--- src/rtl/fda_frame_pkg.sv ---
// ---------------------------------------------------------------------------
// fda_frame_pkg
// Shared definitions for the UART frame packer: FSM state enumeration,
// default sync byte and the fixed header length (sync + 2 length bytes).
// ---------------------------------------------------------------------------
package fda_frame_pkg;

  typedef enum logic [3:0] {
    IDLE,
    SYNC,
    LEN_H,
    LEN_L,
    RD_REQ,
    RD_WAIT,
    DATA,
    CSUM,
    DONE
  } state_t;

  localparam logic [7:0] SYNC_BYTE_DEF = 8'hA5;
  localparam int         HDR_LEN       = 3;

endpackage

--- src/rtl/uart_frame_packer.sv ---
// ---------------------------------------------------------------------------
// uart_frame_packer
// Reads payload bytes from a storage FIFO and emits a framed byte stream to
// a UART transmitter: SYNC_BYTE, length[15:8], length[7:0], payload bytes,
// and (optionally) a modulo-256 checksum over the length and payload bytes.
//
// Build option:
//   FRAME_CHECKSUM_EN  defined   -> a checksum byte is appended (CSUM state)
//                      undefined -> frame ends after the last payload byte
//
// Ports:
//   clk          system clock
//   reset_n      asynchronous active-low reset
//   start_en     level, permits a new frame to begin
//   payload_len  payload bytes per frame, latched at frame start
//   data_ready   FIFO not empty
//   data_in      FIFO read data, valid one cycle after data_rd
//   data_rd      single-cycle FIFO read strobe
//   tx_data      byte to transmitter
//   tx_valid     tx_data valid
//   tx_ready     transmitter accepts byte
//   abort        pulse, terminates the current frame
//   busy         high whenever not IDLE
//   frame_done   one-cycle pulse after the last byte is accepted
//   frame_count  completed frames, wraps 255->0
// ---------------------------------------------------------------------------
module uart_frame_packer
  import fda_frame_pkg::*;
#(
  parameter logic [7:0] SYNC_BYTE = SYNC_BYTE_DEF,
  parameter int         LEN_W     = 16
) (
  input  logic             clk,
  input  logic             reset_n,
  input  logic             start_en,
  input  logic [LEN_W-1:0] payload_len,
  input  logic             data_ready,
  input  logic [7:0]       data_in,
  output logic             data_rd,
  output logic [7:0]       tx_data,
  output logic             tx_valid,
  input  logic             tx_ready,
  input  logic             abort,
  output logic             busy,
  output logic             frame_done,
  output logic [7:0]       frame_count
);

  state_t           r_state;
  state_t           w_next;
  logic [LEN_W-1:0] r_len;
  logic [LEN_W-1:0] r_rem;
  logic [7:0]       r_hold;
  logic [15:0]      w_len16;
  logic             w_xfer;
  logic             w_start;
  logic             w_last;
`ifdef FRAME_CHECKSUM_EN
  logic [7:0]       r_csum;
`endif

  // The header always carries a 16-bit length regardless of LEN_W.
  assign w_len16 = 16'(r_len);
  assign w_xfer  = tx_valid && tx_ready;
  // abort in the same IDLE cycle wins over a start request.
  assign w_start = start_en && data_ready && (payload_len != '0) && !abort;
  assign w_last  = (r_rem == LEN_W'(1));

  // State register
  always_ff @(posedge clk or negedge reset_n) begin
    if (!reset_n) r_state <= IDLE;
    else          r_state <= w_next;
  end

  // Next-state logic
  always_comb begin
    w_next = r_state;
    if (abort) begin
      w_next = IDLE;
    end else begin
      case (r_state)
        IDLE:    if (w_start)    w_next = SYNC;
        SYNC:    if (w_xfer)     w_next = LEN_H;
        LEN_H:   if (w_xfer)     w_next = LEN_L;
        LEN_L:   if (w_xfer)     w_next = RD_REQ;
        RD_REQ:  if (data_ready) w_next = RD_WAIT;
        RD_WAIT:                 w_next = DATA;
        DATA: begin
          if (w_xfer) begin
`ifdef FRAME_CHECKSUM_EN
            w_next = w_last ? CSUM : RD_REQ;
`else
            w_next = w_last ? DONE : RD_REQ;
`endif
          end
        end
`ifdef FRAME_CHECKSUM_EN
        CSUM:    if (w_xfer)     w_next = DONE;
`endif
        DONE:                    w_next = IDLE;
        default:                 w_next = IDLE;
      endcase
    end
  end

  // Output logic; in IDLE (and therefore during reset) all outputs are zero.
  always_comb begin
    data_rd    = 1'b0;
    tx_valid   = 1'b0;
    tx_data    = 8'h00;
    frame_done = 1'b0;
    busy       = (r_state != IDLE);
    case (r_state)
      SYNC:    begin tx_valid = 1'b1; tx_data = SYNC_BYTE;      end
      LEN_H:   begin tx_valid = 1'b1; tx_data = w_len16[15:8];  end
      LEN_L:   begin tx_valid = 1'b1; tx_data = w_len16[7:0];   end
      // Only one read is ever outstanding: RD_REQ is left on the strobe edge
      // and not re-entered until the held byte has been transferred.
      RD_REQ:  data_rd = data_ready;
      DATA:    begin tx_valid = 1'b1; tx_data = r_hold;         end
`ifdef FRAME_CHECKSUM_EN
      CSUM:    begin tx_valid = 1'b1; tx_data = r_csum;         end
`endif
      DONE:    frame_done = !abort;
      default: ;
    endcase
  end

  // Length, remaining count, checksum and frame counter
  always_ff @(posedge clk or negedge reset_n) begin
    if (!reset_n) begin
      r_len       <= '0;
      r_rem       <= '0;
      frame_count <= 8'h00;
`ifdef FRAME_CHECKSUM_EN
      r_csum      <= 8'h00;
`endif
    end else begin
      if (r_state == IDLE && w_start) begin
        r_len <= payload_len;
        r_rem <= payload_len;
`ifdef FRAME_CHECKSUM_EN
        r_csum <= 8'h00;
`endif
      end
      if (r_state == DATA && w_xfer) begin
        r_rem <= r_rem - LEN_W'(1);
      end
`ifdef FRAME_CHECKSUM_EN
      // The sync byte is excluded from the checksum.
      if (w_xfer && (r_state == LEN_H || r_state == LEN_L || r_state == DATA)) begin
        r_csum <= r_csum + tx_data;
      end
`endif
      if (r_state == DONE && !abort) begin
        frame_count <= frame_count + 8'd1;
      end
    end
  end

  // Holding register for the byte returned by the FIFO read.
  always_ff @(posedge clk) begin
    if (r_state == RD_WAIT) r_hold <= data_in;
  end

endmodule

--- config.mk ---
export PLATFORM = sky130hd
export DESIGN_NAME = uart_frame_packer
export DESIGN_NICKNAME = d
export VERILOG_FILES = /design/src/rtl/fda_frame_pkg.sv /design/src/rtl/uart_frame_packer.sv
export SDC_FILE = /design/constraint.sdc
export NUM_CORES = 1
export LEC_CHECK = 0
export BUFFER_PORTS_ARGS = -buffer_cell sky130_fd_sc_hd__buf_2
export CORE_MARGIN = 1.5
export CORE_UTILIZATION = 55
export CTS_CLUSTER_DIAMETER = 50
export DETAILED_ROUTE_END_ITERATION = 7
export GPL_TIMING_DRIVEN = 0
export PLACE_DENSITY = 0.87
export SLEW_MARGIN = 20
export SYNTH_ARGS = -nofsm -noshare
export SYNTH_HDL_FRONTEND = slang
export SYNTH_SLANG_ARGS = --single-unit
--- constraint.sdc ---
create_clock -name clk -period 2.3 [get_ports clk]
set_input_delay 0.345 -clock clk [delete_from_list [all_inputs] [get_ports clk]]
set_output_delay 0.345 -clock clk [all_outputs]
set_load 0.005 [all_outputs]
; ---- After elaboration in Yosys (flattened, before gate mapping)
; Cells that the tools add are included.
[word_totals]
register_bits = 52
inputBits = 30
word_cells = 50
[classes]
add_sub_neg = 2
eq_ne = 14
muxes = 15
reduce_logical = 14
[ops]
columns = operator, n
row1 = two-way mux 16 bit, 2
row2 = two-way mux 4 bit, 8
row3 = case mux 8 bit (4 select lines), 1
row4 = case mux 4 bit (7 select lines), 1
row5 = != test 3 bit (second input constant), 6
row6 = equality test 16 x 1 -> 1 bit (second input constant), 1
row7 = nonzero test 16 bit, 1
row8 = subtractor 16 x 1 -> 16 bit (second input constant), 1
row9 = equality test 4 x 3 -> 1 bit (second input constant), 3
row10 = adder 8 x 1 -> 8 bit (second input constant), 1
row11 = equality test 4 x 2 -> 1 bit (second input constant), 2
row12 = logical AND 1 bit, 7
row13 = AND reduction 6 bit, 1
row14 = equality test 4 x 1 -> 1 bit (second input constant), 1
row15 = equality test 4 bit (second input constant), 1
row16 = zero test 4 bit, 1
row17 = nonzero test 4 bit, 1
row18 = OR reduction 4 bit, 1
row19 = two-way mux 1 bit, 3
row20 = nonzero test 2 bit, 1
row21 = zero test 1 bit, 1

; ---- Logic depth before layout (Yosys ltp)
; Gate-level depths: netlist of run 1.
[logic_depth]
depth_word = 7
ltp_mapped = 7
ltp_nobuf = 6

; ---- Worst setup path before layout of run 1
; Ideal clock, no wire load.
[synth_timing]
path_kind = register to register
start = register r_state[1]
end = register r_rem[3]
setup_time_ps = 124
t_arrival_ps = 1988
t_required_ps = 2176
setup_slack_ps = 188
path_stages_with_launch = 6
synth_period_minus_slack_ps = 2112
path_cell_list = dfrtp_1 or4_4 or3_4 or2_4 and3_1 a211o_1
[synth_via]
elab_chain_cells = 6
word_cells_on_any_way = 12
classes_between = eq/ne: 4 / mux: 2 / reduce/logical: 6
[synth_rtl]
columns = element, line
row1 = from (decl), uart_frame_packer.sv:49  ; state_t r_state;
row2 = from (signal assigned), uart_frame_packer.sv:72  ; else r_state <= w_next;
row3 = "equality test 4 x 3 -> 1 bit, or another cell as far along", "uart_frame_packer.sv:113, uart_frame_packer.sv:146"
row4 = OR reduction 4 bit (no source line), n/a
row5 = two-way mux 1 bit, uart_frame_packer.sv:113  ; case (r_state)
row6 = logical AND 1 bit, uart_frame_packer.sv:64  ; assign w_xfer = tx_valid && tx_ready;
row7 = logical AND 1 bit, uart_frame_packer.sv:146  ; if (r_state == DATA && w_xfer) begin
row8 = two-way mux 16 bit or nonzero test 2 bit (tied branches), n/a
row9 = to (signal assigned), uart_frame_packer.sv:141  ; r_rem <= payload_len;
row10 = to (signal assigned), uart_frame_packer.sv:147  ; r_rem <= r_rem - LEN_W'(1);
row11 = to (decl), uart_frame_packer.sv:52  ; logic [LEN_W-1:0] r_rem;
; Several ways; a longest one is shown, not always the timed one.
; A chain may end at the register's enable or synchronous reset.

; ---- Final worst setup path of run 1
[layout_timing]
start = register r_state[2]
end = output tx_data[4]
[layout_via]
elab_chain_cells = 2
word_cells_on_any_way = 5
classes_between = eq/ne: 4 / mux: 1
[layout_rtl]
columns = element, line
row1 = "equality test 4 x 3 -> 1 bit, or another cell as far along", uart_frame_packer.sv:113
row2 = case mux 8 bit (4 select lines) (*), uart_frame_packer.sv:113
row3 = to (decl), uart_frame_packer.sv:40  ; output logic [7:0] tx_data,
; Every way passes the cells marked *; elsewhere a longest branch is shown, timed or not.

==> results of run 1 <==
[report_power, final]
part           total [mW]  switching [mW]  internal, mW  leakage, nW
combinational        1.02           0.561         0.462        0.824
clock               0.517           0.305         0.213       0.0479
sequential           1.52           0.279          1.24        0.624
[synth_stat cells (3+ instances only)]
cell type | n | share of area
buf_2 | 3 | 0.0056
a222oi_1 | 4 | 0.015
inv_1 | 11 | 0.015
edfxtp_1 | 8 | 0.090
o22ai_1 | 4 | 0.0093
o211ai_1 | 3 | 0.0084
ha_1 | 3 | 0.014
xnor2_1 | 5 | 0.016
a22oi_1 | 6 | 0.017
nor4_1 | 10 | 0.023
o311ai_0 | 3 | 0.0098
nor3b_1 | 4 | 0.011
o21ai_0 | 10 | 0.019
nand4_1 | 7 | 0.016
nor2b_1 | 3 | 0.0070
nand2b_1 | 4 | 0.0093
nand3_1 | 8 | 0.015
and3_1 | 3 | 0.0070
dfrtp_1 | 44 | 0.41
a21oi_1 | 9 | 0.017
nor2_1 | 17 | 0.024
clkbuf_1 | 6 | 0.0084
nand2_1 | 67 | 0.094
[state kept, by name (all words and copies together) (netlist names)]
name / count
r_state: 4
frame_count: 8
r_hold: 8
r_rem: 16
r_len: 16
[final timing paths]
| check | from | endpoint | slack [ns] |
|---|---|---|---|
| min reg2reg | r_len[7]$_DFFE_PN0P_ | r_len[7]$_DFFE_PN0P_ | 0.48 |
| min | reset_n | frame_count[2]$_DFFE_PN0P_ | 0.17 |
| max reg2reg | r_state[1]$_DFFE_PN0P_ | r_len[0]$_DFFE_PN0P_ | 0.11 |
| max | r_state[2]$_DFFE_PN0P_ | tx_data[4] | 0.1 |
| min in group clk | data_in[2] | r_hold[2]$_DFFE_PN_ | 0.20 |
| max in group asynchronous | reset_n | r_state[0]$_DFFE_PN0P_ | 1.48 |
[critical path, delay by kind of cell (launching register included)]
family | cells | cell delay, ns
AND/OR/NAND/NOR | 1 | 0.07
flip-flops | 1 | 0.48
buffers and inverters | 4 | 0.64
AO/OA/AOI/OAI | 1 | 0.36
[routing by layer]
metal	vias up	track usage
met4	0	0.0943
li1	1145	-
met3	14	0.0470
met1	1194	0.351
met2	138	0.406
met5	-	0
[cell families (layout without fill, tap and decap cells)]
kind of cell               Yosys count  count (layout)
AOI/OAI and AO/OA                   54              54
xor gates and xnor gates             7               7
adders and majority gates            3               3
buffers and inverters               22              83
DFF                                 52              52
muxes                                2               2
and+or+nand+nor                    143             143
[area by class of cell]
| type | count | share of cell area |
|---|---|---|
| inverter | 11 | 0.0131 |
| tap | 54 | 0.0214 |
| clock buffer | 5 | 0.0218 |
| clock inverter | 3 | 0.00595 |
| buffer | 11 | 0.0206 |
| sequential | 52 | 0.426 |
| timing repair buffer | 53 | 0.0881 |
| multi-input combinational | 209 | 0.403 |
[through the flow]
stage	instance area, µm²	setup slack (ns)
2_1_floorplan	2680	0.188
3_3_place_gp	2980	-0.202
3_5_place_dp	2990	-0.115
4_1_cts	3110	0.00692
5_1_grt	3150	0.00174
6_report	3150	0.0974
[timing repair]
action	CTS	global route
cloned	0	0
pin swaps	0	2
endpoints found under the setup margin	12	30
buffers inserted	0	5
endpoints found under the hold margin	0	0
gates resized for setup	4	11
==> flow_summary.toml, run 1 <==
[timing]
period_share = 0.958
timing.slew.headroom = 0.364
fin_skew_ns = 0.00651
drv_slew = 0
tightest_slew_ns = 0.954
period_minus_slack_ns = 2.20
hold_viol = 0
whs_ns = 0.174
fmax_mhz = 454
tns_ns = 0
setup_viol = 0
rsz0062_at_grt = "no"

[synth]
ys_types = 53
synth-simple-area-share = 0.269
synth_cells = 283
syn_area_mm2 = 0.00268
ys_warn_count = 0
synthMuxAreaShare = 0.00842
yosys.area_share.adder = 0.0140
synth_top_family_by_area = "simple AND/OR/NAND/NOR gates"
synth_edf_count = 8
syn_nets = 316
avgSynthCellArea_um2 = 9.46
ys_seq_area_frac = 0.501
async_reset_ff_frac = 0.846
synth-compound-area-share = 0.146
synth_xor_area_frac = 0.0229
synth_seq_cells = 52
synth_flop_cell = "dfrtp_1"

[grt]
grt_first_pass_wirelength_mm = 10.5
grt_max_degree = 45
grt_pass1_vias = 2282
grt_usage = 0.255
antenna_found_initial = 0
overflow = 0

[setup_path]
path_cells = "buf_2 -> nor4b_4 -> buf_4 -> a222oi_1 -> inv_1 -> buf_2"
cp_slowest_cell = "dfrtp_1"
worstSetupEndpointType = "primary output"
cp_data_arrival_time_ns = 1.86
crit_type = "reg2out"
cp_max_fo = 10
reg2reg_depth = 7
cp_slowest_stage_delay_ns = 0.48
startpoint_type = "flip-flop"
cp_common_cell = "buf_2"
cp_data_required_time_ns = 1.96

[routing]
drcViolationCount = 0
wl_per_cell_um = 16.0
drtPass1Iterations = 7
wl_met1_mm = 2.62
wl_met2_mm = 3.08
drtIter0Drc = 176
vias = 2491
viasPerCell = 6.26
ant_nets = 0
wirelength_mm = 6.37
wl_met3_um = 540
routed.top_layer = "met4"

[placed_design]
numPortBuffers = 48
gp_congestion = 0.953
dpl.hpwl_mm = 4.58
dp_cells = 385

[floorplan]
ios = 50
core_area_mm2 = 0.00469
fp.dieW_um = 72.8
die_h_um = 72.8
initial_utilization = 0.570
fp.dieArea_mm2 = 0.00529
rows = 25

[run_status]
outcome = "complete, no violations"

[final_layout]
syn2layout_area_growth_pct = 17.8
nFillCells = 365
drive_gt1_frac = 0.247
ff_latch_area_mm2 = 0.00134
final_cell_mix = "nand2_1 (67), buf_2 (52), dfrtp_1 (42)"
num_antenna_cells = 0
layout.nets = 376
post-route-util = 0.672
multi_input_area_mm2 = 0.00127
stdcell_count = 398
layout_commonest_cell = "nand2_1"

[power]
totalPowerFinal_mw = 3.06
p_per_area_mw_per_mm2 = 971
p_leak_nw = 1.50
max-vdd-ir-drop_uv = 593

[clock_tree]
cts_made_buffers = 5
clk_path_buf_depth = 2
clk_latency_ns = 0.31
cts.sinks = 52
clk_pin_slew_worst_paths_ns = 0.10
clockRootBuffer = "clkbuf_8"
cts_tree = "built"
htree_levels = 2
hold_buffers = 0

[flow_run]
maxCapViolCount = 0

[min_path]
hp-class = "in2async"
Note: power is estimated with default switching activity, not from simulation.
==> run 2, diff against run 1 <==
--- a/config.mk
+++ b/config.mk
@@ -12,6 +12,7 @@
 export DETAILED_ROUTE_END_ITERATION = 7
 export GPL_TIMING_DRIVEN = 0
 export PLACE_DENSITY = 0.87
+export SETUP_SLACK_MARGIN = 0.1
 export SLEW_MARGIN = 20
 export SYNTH_ARGS = -nofsm -noshare
 export SYNTH_HDL_FRONTEND = slang
==> run 2 against run 1 <==
Effect of this change: critical path depth is the same; non-clock buffer count grew 5; clock skew grew 0.0031 ns; final area grew 5.6%; count of clock-buffer cells in the layout is the same; sequential cell count is the same; sequential power grew 3%; die area is the same; utilization grew 3.8 points; global-route usage grew 0.49 points; critical endpoint is now r_rem[12]$_DFFE_PN0P_; largest cell class is now multi-input gates.
==> flow_summary.toml, run 2 (synthesized netlist as in run 1, its figures left out) <==
[timing]
fmax_mhz = 447
fin_skew_ns = 0.00963
rsz0062_at_grt = "yes"
layout_setup_ws_ns = 0.0617
hold_viol = 0
timing.slew.headroom = 0.352
period_minus_slack_ns = 2.24
tightest_slew_ns = 0.972
whs_ns = 0.179
period_share = 0.973
drv_slew = 0
setup_viol = 0

[power]
p_sw_mw = 1.26
seqPwrFrac = 0.483
p_sw_frac = 0.387
p_leak_nw = 1.55
max-vdd-ir-drop_uv = 608
p_int_mw = 2.00
combPwrFrac = 0.357
p_per_area_mw_per_mm2 = 979
p_clk_frac = 0.160

[floorplan]
fp.dieArea_mm2 = 0.00529
rows = 25
die_h_um = 72.8
fp.dieW_um = 72.8
core_area_mm2 = 0.00469
initial_utilization = 0.570
ios = 50

[flow_run]
maxCapViolCount = 0

[clock_tree]
cts_made_buffers = 5
cts.sinks = 52
cts_tree = "built"
clockRootBuffer = "clkbuf_8"
clk_latency_ns = 0.31
hold_buffers = 0
clk_pin_slew_worst_paths_ns = 0.10
htree_levels = 2
clk_path_buf_depth = 2

[final_layout]
fin_area_mm2 = 0.00333
layout_commonest_cell = "nand2_1"
reg_top3 = "r_len: 16 flops, r_rem: 16 flops"
layout.nets = 381
drive_gt1_frac = 0.312
syn2layout_area_growth_pct = 24.4
final_cell_mix = "nand2_1 (54), buf_2 (50), dfrtp_1 (41)"
post-route-util = 0.709
nFillCells = 324
num_antenna_cells = 0

[setup_path]
cp_data_required_time_ns = 2.48
r2r_slack_ns = 0.06
crit_type = "reg2reg"
startpoint = "r_state[1]$_DFFE_PN0P_"
rr_endpoint = "r_rem[12]$_DFFE_PN0P_"
reg2reg_from = "r_state[1]$_DFFE_PN0P_"
reg2reg_depth = 6
startpoint_type = "flip-flop"
cp_data_arrival_time_ns = 2.42
worstSetupEndpointType = "flip-flop"
worstSetupEndpoint = "r_rem[12]$_DFFE_PN0P_"
cp_max_fo = 6

[placed_design]
place_ws_ns = -0.115
numPortBuffers = 48
dpl.hpwl_mm = 4.58
placed_cell_area_mm2 = 0.00299
gp_congestion = 0.953

[grt]
grt_max_degree = 45
antenna_found_initial = 0
grt_usage = 0.260
grt_first_pass_wirelength_mm = 10.7
overflow = 0
grt_pass1_vias = 2349

[routing]
vias = 2611
drcViolationCount = 0
drtIter0Drc = 287
wirelength_mm = 7.17
ant_nets = 0
drtPass1Iterations = 5
viasPerCell = 6.48
wl_per_cell_um = 17.8

[run_status]
outcome = "complete, no violations"

[min_path]
hp-class = "in2async"
==> run 2: changes by cell type in the layout (fill, tap and decap cells not counted), sizes merged <==
cell,before,now
clkbuf,10,13
buf,59,61
==> run 2: cell type report <==
type | count | area (µm²) | share of cell area
clock buffer | 5 | 68.8 | 0.0207
tap | 54 | 67.6 | 0.0203
clock inverter | 3 | 18.8 | 0.00564
buffer | 11 | 80.1 | 0.0241
timing repair buffer | 58 | 350 | 0.105
inverter | 11 | 41.3 | 0.0124
multi-input combinational | 209 | 1360 | 0.408
sequential | 52 | 1350 | 0.404
==> run 2: metal layers <==
layer | vias up | part of all wire | track usage
li1 | 1157 | - | -
met1 | 1233 | 0.39 | 0.355
met2 | 189 | 0.50 | 0.416
met3 | 32 | 0.080 | 0.0470
met4 | 0 | 0.032 | 0.0985
met5 | - | 0 | 0
==> run 2: power by group through the flow <==
stage                     Combinational, mW  Sequential, mW  Clock (mW)
after floorplan                       0.683            1.45           0
after global placement                0.909            1.51           0
after detailed placement              0.945            1.52           0
after CTS                              1.02            1.51       0.527
after global routing                   1.28            1.60       0.564
final                                  1.16            1.57       0.521
==> run 2: metrics by stage <==
step           instances  setup TNS, ns  power, mW
2_1_floorplan        283              0       2.13
3_3_place_gp         385          -1.24       2.41
3_5_place_dp         385         -0.222       2.46
4_1_cts              399              0       3.05
5_1_grt              403        -0.0623       3.45
6_report             403              0       3.26
==> run 2: critical path, cell delays in order (launching register included) <==
cell and delay, ns:
dfrtp_2 0.45, or4_4 0.58, or3_4 0.38, or2_4 0.31, buf_8 0.15, o311ai_0 0.12, nand3_1 0.12
==> run 2: worst min-delay path by stage <==
stage	endpoint	slack, ns	depth (start not counted)
5_1_grt	r_hold[2]$_DFFE_PN_	0.19	1
6_report	frame_count[2]$_DFFE_PN0P_	0.18	1
3_3_place_gp	r_len[0]$_DFFE_PN0P_	0.45	2
3_5_place_dp	r_len[7]$_DFFE_PN0P_	0.45	2
4_1_cts	frame_count[2]$_DFFE_PN0P_	0.20	1
2_1_floorplan	frame_count[0]$_DFFE_PN0P_	0.05	0
==> run 2: timing repair <==
action,in CTS,in global routing
endpoints found under the hold margin,0,0
buffers inserted,6,2
pin swaps,2,21
gates cloned,0,2
endpoints found under the setup margin,31,32
resized for setup,8,33
